[src/rtl/camera_controller_pkg.sv]
// Shared definitions for the camera controller slice.
//  - float_t : signed Q8.8 fixed-point scalar used by the camera basis
//  - vector_t: packed (x,y,z) triple of float_t
//  - FP_*    : common fixed-point constants (0, 1, -1, +/-sqrt(2)/2)
//  - *_KEY   : keyboard codes understood by the controller (6..11 rotate, 12 resets)
//  - cam_state_e: controller FSM states
package camera_controller_pkg;

  localparam int FP_W = 16;

  typedef logic signed [FP_W-1:0] float_t;

  typedef struct packed {
    float_t x;
    float_t y;
    float_t z;
  } vector_t;

  localparam float_t FP_0   = 16'sh0000;
  localparam float_t FP_1   = 16'sh0100;
  localparam float_t FP_N1  = 16'shFF00;
  localparam float_t FP_R2  = 16'sh00B5;
  localparam float_t FP_NR2 = 16'shFF4B;

  localparam logic [3:0] L_KEY   = 4'd6;
  localparam logic [3:0] J_KEY   = 4'd7;
  localparam logic [3:0] O_KEY   = 4'd8;
  localparam logic [3:0] U_KEY   = 4'd9;
  localparam logic [3:0] I_KEY   = 4'd10;
  localparam logic [3:0] K_KEY   = 4'd11;
  localparam logic [3:0] RST_KEY = 4'd12;

  localparam vector_t VEC_ZERO = '{x: FP_0, y: FP_0, z: FP_0};
  localparam vector_t DEF_U    = '{x: FP_1, y: FP_0, z: FP_0};
  localparam vector_t DEF_V    = '{x: FP_0, y: FP_1, z: FP_0};
  localparam vector_t DEF_W    = '{x: FP_0, y: FP_0, z: FP_1};

  typedef enum logic [1:0] {
    ST_IDLE,
    ST_APPLY,
    ST_PUBLISH
  } cam_state_e;

  function automatic logic is_cam_key(input logic [3:0] k);
    return (k >= L_KEY) && (k <= RST_KEY);
  endfunction

  function automatic logic is_rot_key(input logic [3:0] k);
    return (k >= L_KEY) && (k <= K_KEY);
  endfunction

  function automatic logic is_zero_vec(input vector_t v);
    return v == VEC_ZERO;
  endfunction

endpackage

[src/rtl/camera_controller_key_fifo.sv]
// key_fifo: small synchronous FIFO for key events.
// Ports:
//  clk, rst_n  clock, synchronous active-low reset (pointers only)
//  push, din   write request / data; accepted when not full, or when a pop
//              happens in the same cycle
//  pop, dout   read request / head of queue (combinational)
//  full, empty occupancy flags
//  one_left    exactly one entry stored, lets the consumer see that its pop
//              will drain the queue without waiting a cycle
module key_fifo #(
  parameter int DEPTH = 4,
  parameter int W     = 4
) (
  input  logic         clk,
  input  logic         rst_n,
  input  logic         push,
  input  logic         pop,
  input  logic [W-1:0] din,
  output logic [W-1:0] dout,
  output logic         full,
  output logic         empty,
  output logic         one_left
);

  localparam int AW = $clog2(DEPTH);

  logic [W-1:0] mem [DEPTH];
  // Pointers carry an extra wrap bit so full and empty are distinguishable.
  logic [AW:0]  wr_ptr;
  logic [AW:0]  rd_ptr;
  logic [AW:0]  level;
  logic         do_push;
  logic         do_pop;

  assign level    = wr_ptr - rd_ptr;
  assign empty    = (level == '0);
  assign full     = (level == (AW+1)'(DEPTH));
  assign one_left = (level == (AW+1)'(1));
  assign do_pop   = pop && !empty;
  assign do_push  = push && (!full || do_pop);
  assign dout     = mem[rd_ptr[AW-1:0]];

  always_ff @(posedge clk) begin
    if (!rst_n) begin
      wr_ptr <= '0;
      rd_ptr <= '0;
    end else begin
      if (do_push) wr_ptr <= wr_ptr + 1'b1;
      if (do_pop)  rd_ptr <= rd_ptr + 1'b1;
    end
  end

  always_ff @(posedge clk) begin
    if (do_push) mem[wr_ptr[AW-1:0]] <= din;
  end

endmodule

[src/rtl/camera_controller.sv]
// camera_controller: owns the live camera basis (U,V,W).
// Queues rotation/reset key events, applies them one per cycle through the
// external camera_rotator at frame boundaries, then offers the new basis to
// the ray generator with a valid/ready handshake.
// Ports:
//  clk, rst_n             clock, synchronous active-low reset
//  key, key_strobe        key code and 1-cycle new-press pulse
//  frame_done             1-cycle pulse: renderer finished a frame
//  rot_key                key code to camera_rotator (0 outside APPLY)
//  rot_U/V/W, rot_valid   camera_rotator result
//  cam_U/V/W              registered camera basis
//  cam_valid, cam_ready   basis handshake towards the ray generator
//  key_ovf                sticky: a key was dropped on a full queue
//  dbg_applied/dropped    only with CAM_DBG_CNT_EN defined: wrapping counters
//                         of basis loads and of dropped/guard-skipped keys
module camera_controller
  import camera_controller_pkg::*;
#(
  parameter int FIFO_DEPTH    = 4,
  parameter int MAX_PER_FRAME = 4
) (
  input  logic        clk,
  input  logic        rst_n,
  input  logic [3:0]  key,
  input  logic        key_strobe,
  input  logic        frame_done,
  output logic [3:0]  rot_key,
  input  vector_t     rot_U,
  input  vector_t     rot_V,
  input  vector_t     rot_W,
  input  logic        rot_valid,
  output vector_t     cam_U,
  output vector_t     cam_V,
  output vector_t     cam_W,
  output logic        cam_valid,
  input  logic        cam_ready,
`ifdef CAM_DBG_CNT_EN
  output logic [15:0] dbg_applied,
  output logic [15:0] dbg_dropped,
`endif
  output logic        key_ovf
);

  localparam int NW = $clog2(MAX_PER_FRAME + 1);

  cam_state_e    state;
  cam_state_e    state_nxt;
  logic [NW-1:0] n_q;
  logic [NW-1:0] n_nxt;

  logic       push_req;
  logic       push_ok;
  logic       ovf_drop;
  logic       pop;
  logic [3:0] head;
  logic       fifo_full;
  logic       fifo_empty;
  logic       fifo_one;
  logic       guard_hit;
  logic       load_rot;
  logic       load_rst;

  key_fifo #(
    .DEPTH (FIFO_DEPTH),
    .W     (4)
  ) u_key_fifo (
    .clk      (clk),
    .rst_n    (rst_n),
    .push     (push_req),
    .pop      (pop),
    .din      (key),
    .dout     (head),
    .full     (fifo_full),
    .empty    (fifo_empty),
    .one_left (fifo_one)
  );

  assign push_req  = key_strobe && is_cam_key(key);
  assign pop       = (state == ST_APPLY) && !fifo_empty;
  assign ovf_drop  = push_req && fifo_full && !pop;
  assign push_ok   = push_req && !ovf_drop;
  assign rot_key   = (state == ST_APPLY) ? head : 4'd0;
  assign cam_valid = (state == ST_PUBLISH);

  // An all-zero basis vector means the rotator produced garbage; keep the
  // current basis rather than collapse the camera.
  assign guard_hit = is_zero_vec(rot_U) || is_zero_vec(rot_V) || is_zero_vec(rot_W);
  assign load_rot  = pop && is_rot_key(head) && rot_valid && !guard_hit;
  assign load_rst  = pop && (head == RST_KEY);

  always_comb begin
    state_nxt = state;
    n_nxt     = n_q;
    case (state)
      ST_IDLE: begin
        if (frame_done && !fifo_empty) begin
          state_nxt = ST_APPLY;
          n_nxt     = '0;
        end
      end
      ST_APPLY: begin
        n_nxt = n_q + NW'(1);
        // Leave in the same cycle as the last pop so cam_valid follows it
        // directly; a same-cycle push keeps the queue alive.
        if (fifo_empty || (fifo_one && !push_ok) || (n_q == NW'(MAX_PER_FRAME - 1)))
          state_nxt = ST_PUBLISH;
      end
      ST_PUBLISH: begin
        if (cam_ready) state_nxt = ST_IDLE;
      end
      default: state_nxt = ST_IDLE;
    endcase
  end

  always_ff @(posedge clk) begin
    if (!rst_n) begin
      state   <= ST_PUBLISH;
      n_q     <= '0;
      key_ovf <= 1'b0;
      cam_U   <= DEF_U;
      cam_V   <= DEF_V;
      cam_W   <= DEF_W;
    end else begin
      state <= state_nxt;
      n_q   <= n_nxt;
      if (ovf_drop) key_ovf <= 1'b1;
      if (load_rst) begin
        cam_U <= DEF_U;
        cam_V <= DEF_V;
        cam_W <= DEF_W;
      end else if (load_rot) begin
        cam_U <= rot_U;
        cam_V <= rot_V;
        cam_W <= rot_W;
      end
    end
  end

`ifdef CAM_DBG_CNT_EN
  logic guard_skip;

  assign guard_skip = pop && is_rot_key(head) && rot_valid && guard_hit;

  always_ff @(posedge clk) begin
    if (!rst_n) begin
      dbg_applied <= '0;
      dbg_dropped <= '0;
    end else begin
      dbg_applied <= dbg_applied + {15'd0, (load_rot || load_rst)};
      dbg_dropped <= dbg_dropped + {15'd0, ovf_drop} + {15'd0, guard_skip};
    end
  end
`endif

endmodule

[config.mk]
export PLATFORM = sky130hd
export DESIGN_NAME = camera_controller
export DESIGN_NICKNAME = d
export VERILOG_FILES = /design/src/rtl/camera_controller_pkg.sv /design/src/rtl/camera_controller_key_fifo.sv /design/src/rtl/camera_controller.sv
export SDC_FILE = /design/constraint.sdc
export NUM_CORES = 1
export LEC_CHECK = 0
export CAP_MARGIN = 25
export CORE_ASPECT_RATIO = 1.5
export CORE_MARGIN = 5
export CORE_UTILIZATION = 46
export CTS_CLUSTER_DIAMETER = 120
export DETAILED_ROUTE_END_ITERATION = 10
export PLACE_DENSITY = 0.85
export RECOVER_POWER = 100
export SYNTH_ARGS = -nofsm -noshare
export SYNTH_HDL_FRONTEND = slang
export SYNTH_SLANG_ARGS = --single-unit
[constraint.sdc]
create_clock -name clk -period 6.4 [get_ports clk]
set_input_delay 1.28 -clock clk [delete_from_list [all_inputs] [get_ports clk]]
set_output_delay 1.28 -clock clk [all_outputs]
set_load 0.05 [all_outputs]
==> run_summary.xml <==
<?xml version="1.0" encoding="UTF-8"?>
<metrics>
  <group name="clocking">
    <metric name="cts-root-buf" unit="">sky130_fd_sc_hd__clkbuf_16</metric>
    <metric name="cts_setup_buffers" unit="">0</metric>
    <metric name="max-clock-path-buffers" unit="">2</metric>
    <metric name="cts-buffers-inserted" unit="">17</metric>
    <metric name="clk-insertion-delay-late" unit="ns">0.43</metric>
    <metric name="tritoncts" unit="">built</metric>
    <metric name="cts-htree-levels" unit="">4</metric>
    <metric name="numClockSinks" unit="">174</metric>
    <metric name="cts_repair_resize_count" unit="">0</metric>
    <metric name="clock_pin_slew_on_the_worst_setup_and_hold_paths" unit="ns">0.08</metric>
    <metric name="cts.hold.buffers_added" unit="">0</metric>
  </group>
  <group name="setup_path">
    <metric name="reg2regPathDepth" unit="">9</metric>
    <metric name="rr_endpoint" unit="">cam_V[13]$_SDFFE_PP0P_</metric>
    <metric name="critPathLaunchType" unit="">flop</metric>
    <metric name="timing.critical_path.to_type" unit="">flop</metric>
    <metric name="cp_cell_sequence" unit="">inv_1 &gt; ha_1 &gt; fa_1 &gt; xor3_1 &gt; o21ai_0 &gt; nor3_4 &gt; clkbuf_1 &gt; nand3_1 &gt; a21oi_1</metric>
    <metric name="critPathSlowestCell" unit="">sky130_fd_sc_hd__clkbuf_1</metric>
    <metric name="r2r_slack" unit="ns">1.40</metric>
    <metric name="worstPathRequired" unit="ns">6.76</metric>
    <metric name="timing.critical_path.fanout_max" unit="">47</metric>
    <metric name="worstSetupPathType" unit="">reg2reg</metric>
    <metric name="cp-startpoint" unit="">u_key_fifo.wr_ptr[0]$_SDFFE_PN0P_</metric>
    <metric name="worst-endpoint-arrival" unit="ns">5.36</metric>
    <metric name="r2r-start" unit="">u_key_fifo.wr_ptr[0]$_SDFFE_PN0P_</metric>
    <metric name="crit_path_max_incr_delay" unit="ns">1.57</metric>
  </group>
  <group name="drt">
    <metric name="drt-pass1-iter-count" unit="">5</metric>
    <metric name="drt-wirelength-per-cell" unit="um">19.7</metric>
    <metric name="average_via_count_per_standard_cell" unit="">5.82</metric>
    <metric name="totalWireLength" unit="mm">25.4</metric>
    <metric name="detail_route.iter0.violations" unit="">666</metric>
    <metric name="drc_errors" unit="">0</metric>
    <metric name="num_vias" unit="">7482</metric>
    <metric name="antenna_violating_nets_post_route" unit="">0</metric>
  </group>
  <group name="min_path">
    <metric name="min_delay_path_depth" unit="">2</metric>
    <metric name="hold_path_startpoint" unit="">cam_W[37]$_SDFFE_PP0P_</metric>
    <metric name="min_path_type" unit="">reg2reg</metric>
    <metric name="worstHoldEndpoint" unit="">cam_W[37]$_SDFFE_PP0P_</metric>
  </group>
  <group name="yosys">
    <metric name="netlist_instances" unit="">816</metric>
    <metric name="netlist-cell-type-count" unit="">41</metric>
    <metric name="synth_enable_flop_cells" unit="">16</metric>
    <metric name="synth_ff_type" unit="">sky130_fd_sc_hd__dfxtp_1</metric>
    <metric name="synth-seq-area-share" unit="">0.502</metric>
    <metric name="ys_ff_latch" unit="">174</metric>
    <metric name="mappedNetlistArea" unit="um2">7260</metric>
    <metric name="synthArstFlopShare" unit="">0</metric>
    <metric name="synth.avg_cell_area" unit="um2">8.90</metric>
    <metric name="synthesis.yosys.warnings" unit="">0</metric>
    <metric name="syn-num-nets" unit="">979</metric>
  </group>
  <group name="sta">
    <metric name="post-route-period-util" unit="">0.781</metric>
    <metric name="totalNegativeSetupSlack" unit="ns">0</metric>
    <metric name="clock.fmax" unit="MHz">200</metric>
    <metric name="report.final.slew_viol_count" unit="">180</metric>
    <metric name="final-hold-violation-count" unit="">0</metric>
    <metric name="skew" unit="ns">0.0132</metric>
    <metric name="fin_ws" unit="ns">1.40</metric>
    <metric name="worst_hold_check_slack" unit="ns">0.472</metric>
    <metric name="finalWorstPathRequiredPeriod" unit="ns">5.00</metric>
    <metric name="unrepaired_setup_endpoints_after_global_routing" unit="">false</metric>
    <metric name="setup-violations-final" unit="">0</metric>
    <metric name="relSlewSlack" unit="">-0.406</metric>
    <metric name="worst-slew-pin-transition" unit="ns">2.11</metric>
  </group>
  <group name="grt">
    <metric name="grt_pass1_wl" unit="mm">38.4</metric>
    <metric name="antenna_found_initial" unit="">0</metric>
    <metric name="grt.total_usage" unit="">0.261</metric>
    <metric name="first_global_vias" unit="">7167</metric>
    <metric name="pin_count_of_the_biggest_net_entering_global_routing" unit="">89</metric>
    <metric name="grt-ovfl-total" unit="">0</metric>
  </group>
  <group name="final_layout">
    <metric name="postLayoutCoreUtil" unit="">0.691</metric>
    <metric name="drive_gt1_frac" unit="">0.0435</metric>
    <metric name="area_growth" unit="%">48.0</metric>
    <metric name="area_of_the_multi_input_gates" unit="um2">3120</metric>
    <metric name="nets" unit="">1231</metric>
    <metric name="seq_area" unit="um2">3640</metric>
    <metric name="filler_cell_count" unit="">1244</metric>
  </group>
  <group name="pwr">
    <metric name="power_density" unit="nW/um2">219</metric>
    <metric name="ir_drop" unit="mV">0.143</metric>
    <metric name="standby_leakage_power" unit="nW">3.92</metric>
  </group>
  <group name="outcome">
    <metric name="violations_in_the_final_reports" unit="">capacitance limit, slew limit</metric>
    <metric name="outcome" unit="">complete, but fails checks</metric>
  </group>
  <group name="floorplan">
    <metric name="die_area" unit="um2">18500</metric>
    <metric name="die-width" unit="um">113</metric>
    <metric name="die_height" unit="um">164</metric>
    <metric name="floorplan.rows" unit="">56</metric>
    <metric name="core_box_area" unit="um2">15600</metric>
    <metric name="boundaryPins" unit="">304</metric>
    <metric name="initial_core_util" unit="">0.467</metric>
  </group>
  <group name="placed_design">
    <metric name="gpl.final_weighted_congestion" unit="">0.899</metric>
    <metric name="dp_slack" unit="ns">1.89</metric>
    <metric name="port_buffers" unit="">303</metric>
    <metric name="hpwlAfterDp" unit="mm">18.1</metric>
  </group>
  <group name="flow_run">
    <metric name="cap_violations" unit="">4</metric>
  </group>
</metrics>
==> worst max-delay path: cells and delay by family (launching register included) <==
family                   cells  cell delay (ns)
AO/OA/AOI/OAI                2             0.74
flip-flops                   1             0.36
buffers and inverters        2             1.69
adder cells (fa/ha/maj)      2             0.58
XOR/XNOR                     1             0.26
AND/OR/NAND/NOR              2             1.30
==> cell usage after synthesis (2+ instances only) <==
master                     number  area share
sky130_fd_sc_hd__inv_1          5      0.0026
sky130_fd_sc_hd__buf_2         28       0.019
sky130_fd_sc_hd__buf_6         14       0.022
sky130_fd_sc_hd__nor3_1         3      0.0021
sky130_fd_sc_hd__nand4_1        9      0.0078
sky130_fd_sc_hd__o21ai_1       30       0.021
sky130_fd_sc_hd__and2_1        12       0.010
sky130_fd_sc_hd__xnor2_1        4      0.0048
sky130_fd_sc_hd__mux4_2         4       0.012
sky130_fd_sc_hd__ha_1           8       0.014
sky130_fd_sc_hd__clkbuf_1      33       0.017
sky130_fd_sc_hd__edfxtp_1      16       0.066
sky130_fd_sc_hd__nand2b_1       3      0.0026
sky130_fd_sc_hd__buf_4          2      0.0021
sky130_fd_sc_hd__nor4_1        36       0.031
sky130_fd_sc_hd__nand3_1      147        0.10
sky130_fd_sc_hd__nor3b_1        3      0.0031
sky130_fd_sc_hd__dfxtp_1      158        0.44
sky130_fd_sc_hd__nor2b_1        9      0.0078
sky130_fd_sc_hd__nand2_1        7      0.0036
sky130_fd_sc_hd__nor2_1         6      0.0031
sky130_fd_sc_hd__o21ai_0      115       0.079
sky130_fd_sc_hd__a21oi_1      146        0.10
==> sequential cells by signal, indices dropped and copies added (netlist names), named ones only <==
| register | count |
|---|---|
| state | 2 |
| n_q | 3 |
| cam_U | 48 |
| u_key_fifo.mem | 16 |
| key_ovf | 1 |
| u_key_fifo.rd_ptr | 3 |
| cam_V | 48 |
| u_key_fifo.wr_ptr | 3 |
| cam_W | 48 |
==> cell type report <==
type | count | share of cell area
Sequential cell | 174 | 0.339
Multi-Input combinational cell | 557 | 0.291
Timing Repair Buffer | 313 | 0.289
Clock buffer | 17 | 0.0396
Tap cell | 203 | 0.0236
Clock inverter | 15 | 0.0155
Inverter | 5 | 0.00175
Antenna cell | 1 | 0.000233
==> how the worst max path moves through the flow <==
stage,to,slack (ns),cells after the start
final,cam_V[13]$_SDFFE_PP0P_,1.40,9
after CTS,cam_U[36]$_SDFFE_PP0P_,2.29,8
after floorplan,cam_U[0]$_SDFFE_PP0P_,3.55,9
after global routing,cam_V[13]$_SDFFE_PP0P_,1.07,9
after global placement,cam_U[7]$_SDFFE_PP0P_,1.96,8
after detailed placement,cam_U[11]$_SDFFE_PP0P_,1.89,8
==> layout by cell type (no fill, tap or decap), types with 2 or more instances in the layout <==
| cell | netlist | final |
|---|---|---|
| sky130_fd_sc_hd__nor3_1 | 3 | 3 |
| sky130_fd_sc_hd__o21ai_1 | 30 | 10 |
| sky130_fd_sc_hd__inv_1 | 5 | 5 |
| sky130_fd_sc_hd__nand2b_1 | 3 | 2 |
| sky130_fd_sc_hd__nor2b_1 | 9 | 8 |
| sky130_fd_sc_hd__nor2_1 | 6 | 6 |
| sky130_fd_sc_hd__nand3_1 | 147 | 147 |
| sky130_fd_sc_hd__o21ai_0 | 115 | 136 |
| sky130_fd_sc_hd__a21oi_1 | 146 | 146 |
| sky130_fd_sc_hd__nand4_1 | 9 | 9 |
| sky130_fd_sc_hd__buf_4 | 2 | 6 |
| sky130_fd_sc_hd__and2_0 | 0 | 6 |
| sky130_fd_sc_hd__edfxtp_1 | 16 | 16 |
| sky130_fd_sc_hd__dfxtp_1 | 158 | 158 |
| sky130_fd_sc_hd__inv_6 | 0 | 6 |
| sky130_fd_sc_hd__nand2_1 | 7 | 7 |
| sky130_fd_sc_hd__mux4_2 | 4 | 4 |
| sky130_fd_sc_hd__clkbuf_16 | 0 | 17 |
| sky130_fd_sc_hd__xnor2_1 | 4 | 4 |
| sky130_fd_sc_hd__clkbuf_1 | 33 | 3 |
| sky130_fd_sc_hd__ha_1 | 8 | 8 |
| sky130_fd_sc_hd__nor3b_1 | 3 | 3 |
| sky130_fd_sc_hd__inv_8 | 0 | 5 |
| sky130_fd_sc_hd__and2_1 | 12 | 6 |
| sky130_fd_sc_hd__nor4_1 | 36 | 36 |
| sky130_fd_sc_hd__dlygate4sd3_1 | 0 | 155 |
| sky130_fd_sc_hd__clkdlybuf4s50_1 | 0 | 148 |
==> metrics by stage <==
stage                     instances  total power [mW]  instance area, um2
after global placement         1252              1.32               10200
after global routing           1284              2.42               10700
final                          1285              2.35               10700
after detailed placement       1252              1.32               10200
after CTS                      1284              2.36               10800
after floorplan                 816              1.20                7260
==> where the power goes <==
group	switching, mW	total (mW)	internal [mW]
Clock	0.492	1.05	0.559
Sequential	0.00208	1.10	1.10
Combinational	0.0970	0.196	0.0992
==> routing by layer <==
metal	global-route usage	routed length (um)	vias up
li1	-	-	3512
met1	0.303	9580	3539
met2	0.445	12800	360
met3	0.0645	1780	71
met4	0.135	1260	0
met5	0	0	-
==> logic make-up after synthesis <==
kind of cell | count (synthesis) | share of synthesized area
compound gates | 300 | 0.215
simple gates | 238 | 0.177
flops | 174 | 0.502
buf+inv | 85 | 0.0677
fa+ha+maj | 9 | 0.0165
xor+xnor | 5 | 0.00827
mux | 5 | 0.0138
Note: power is estimated with default switching activity, not from simulation.
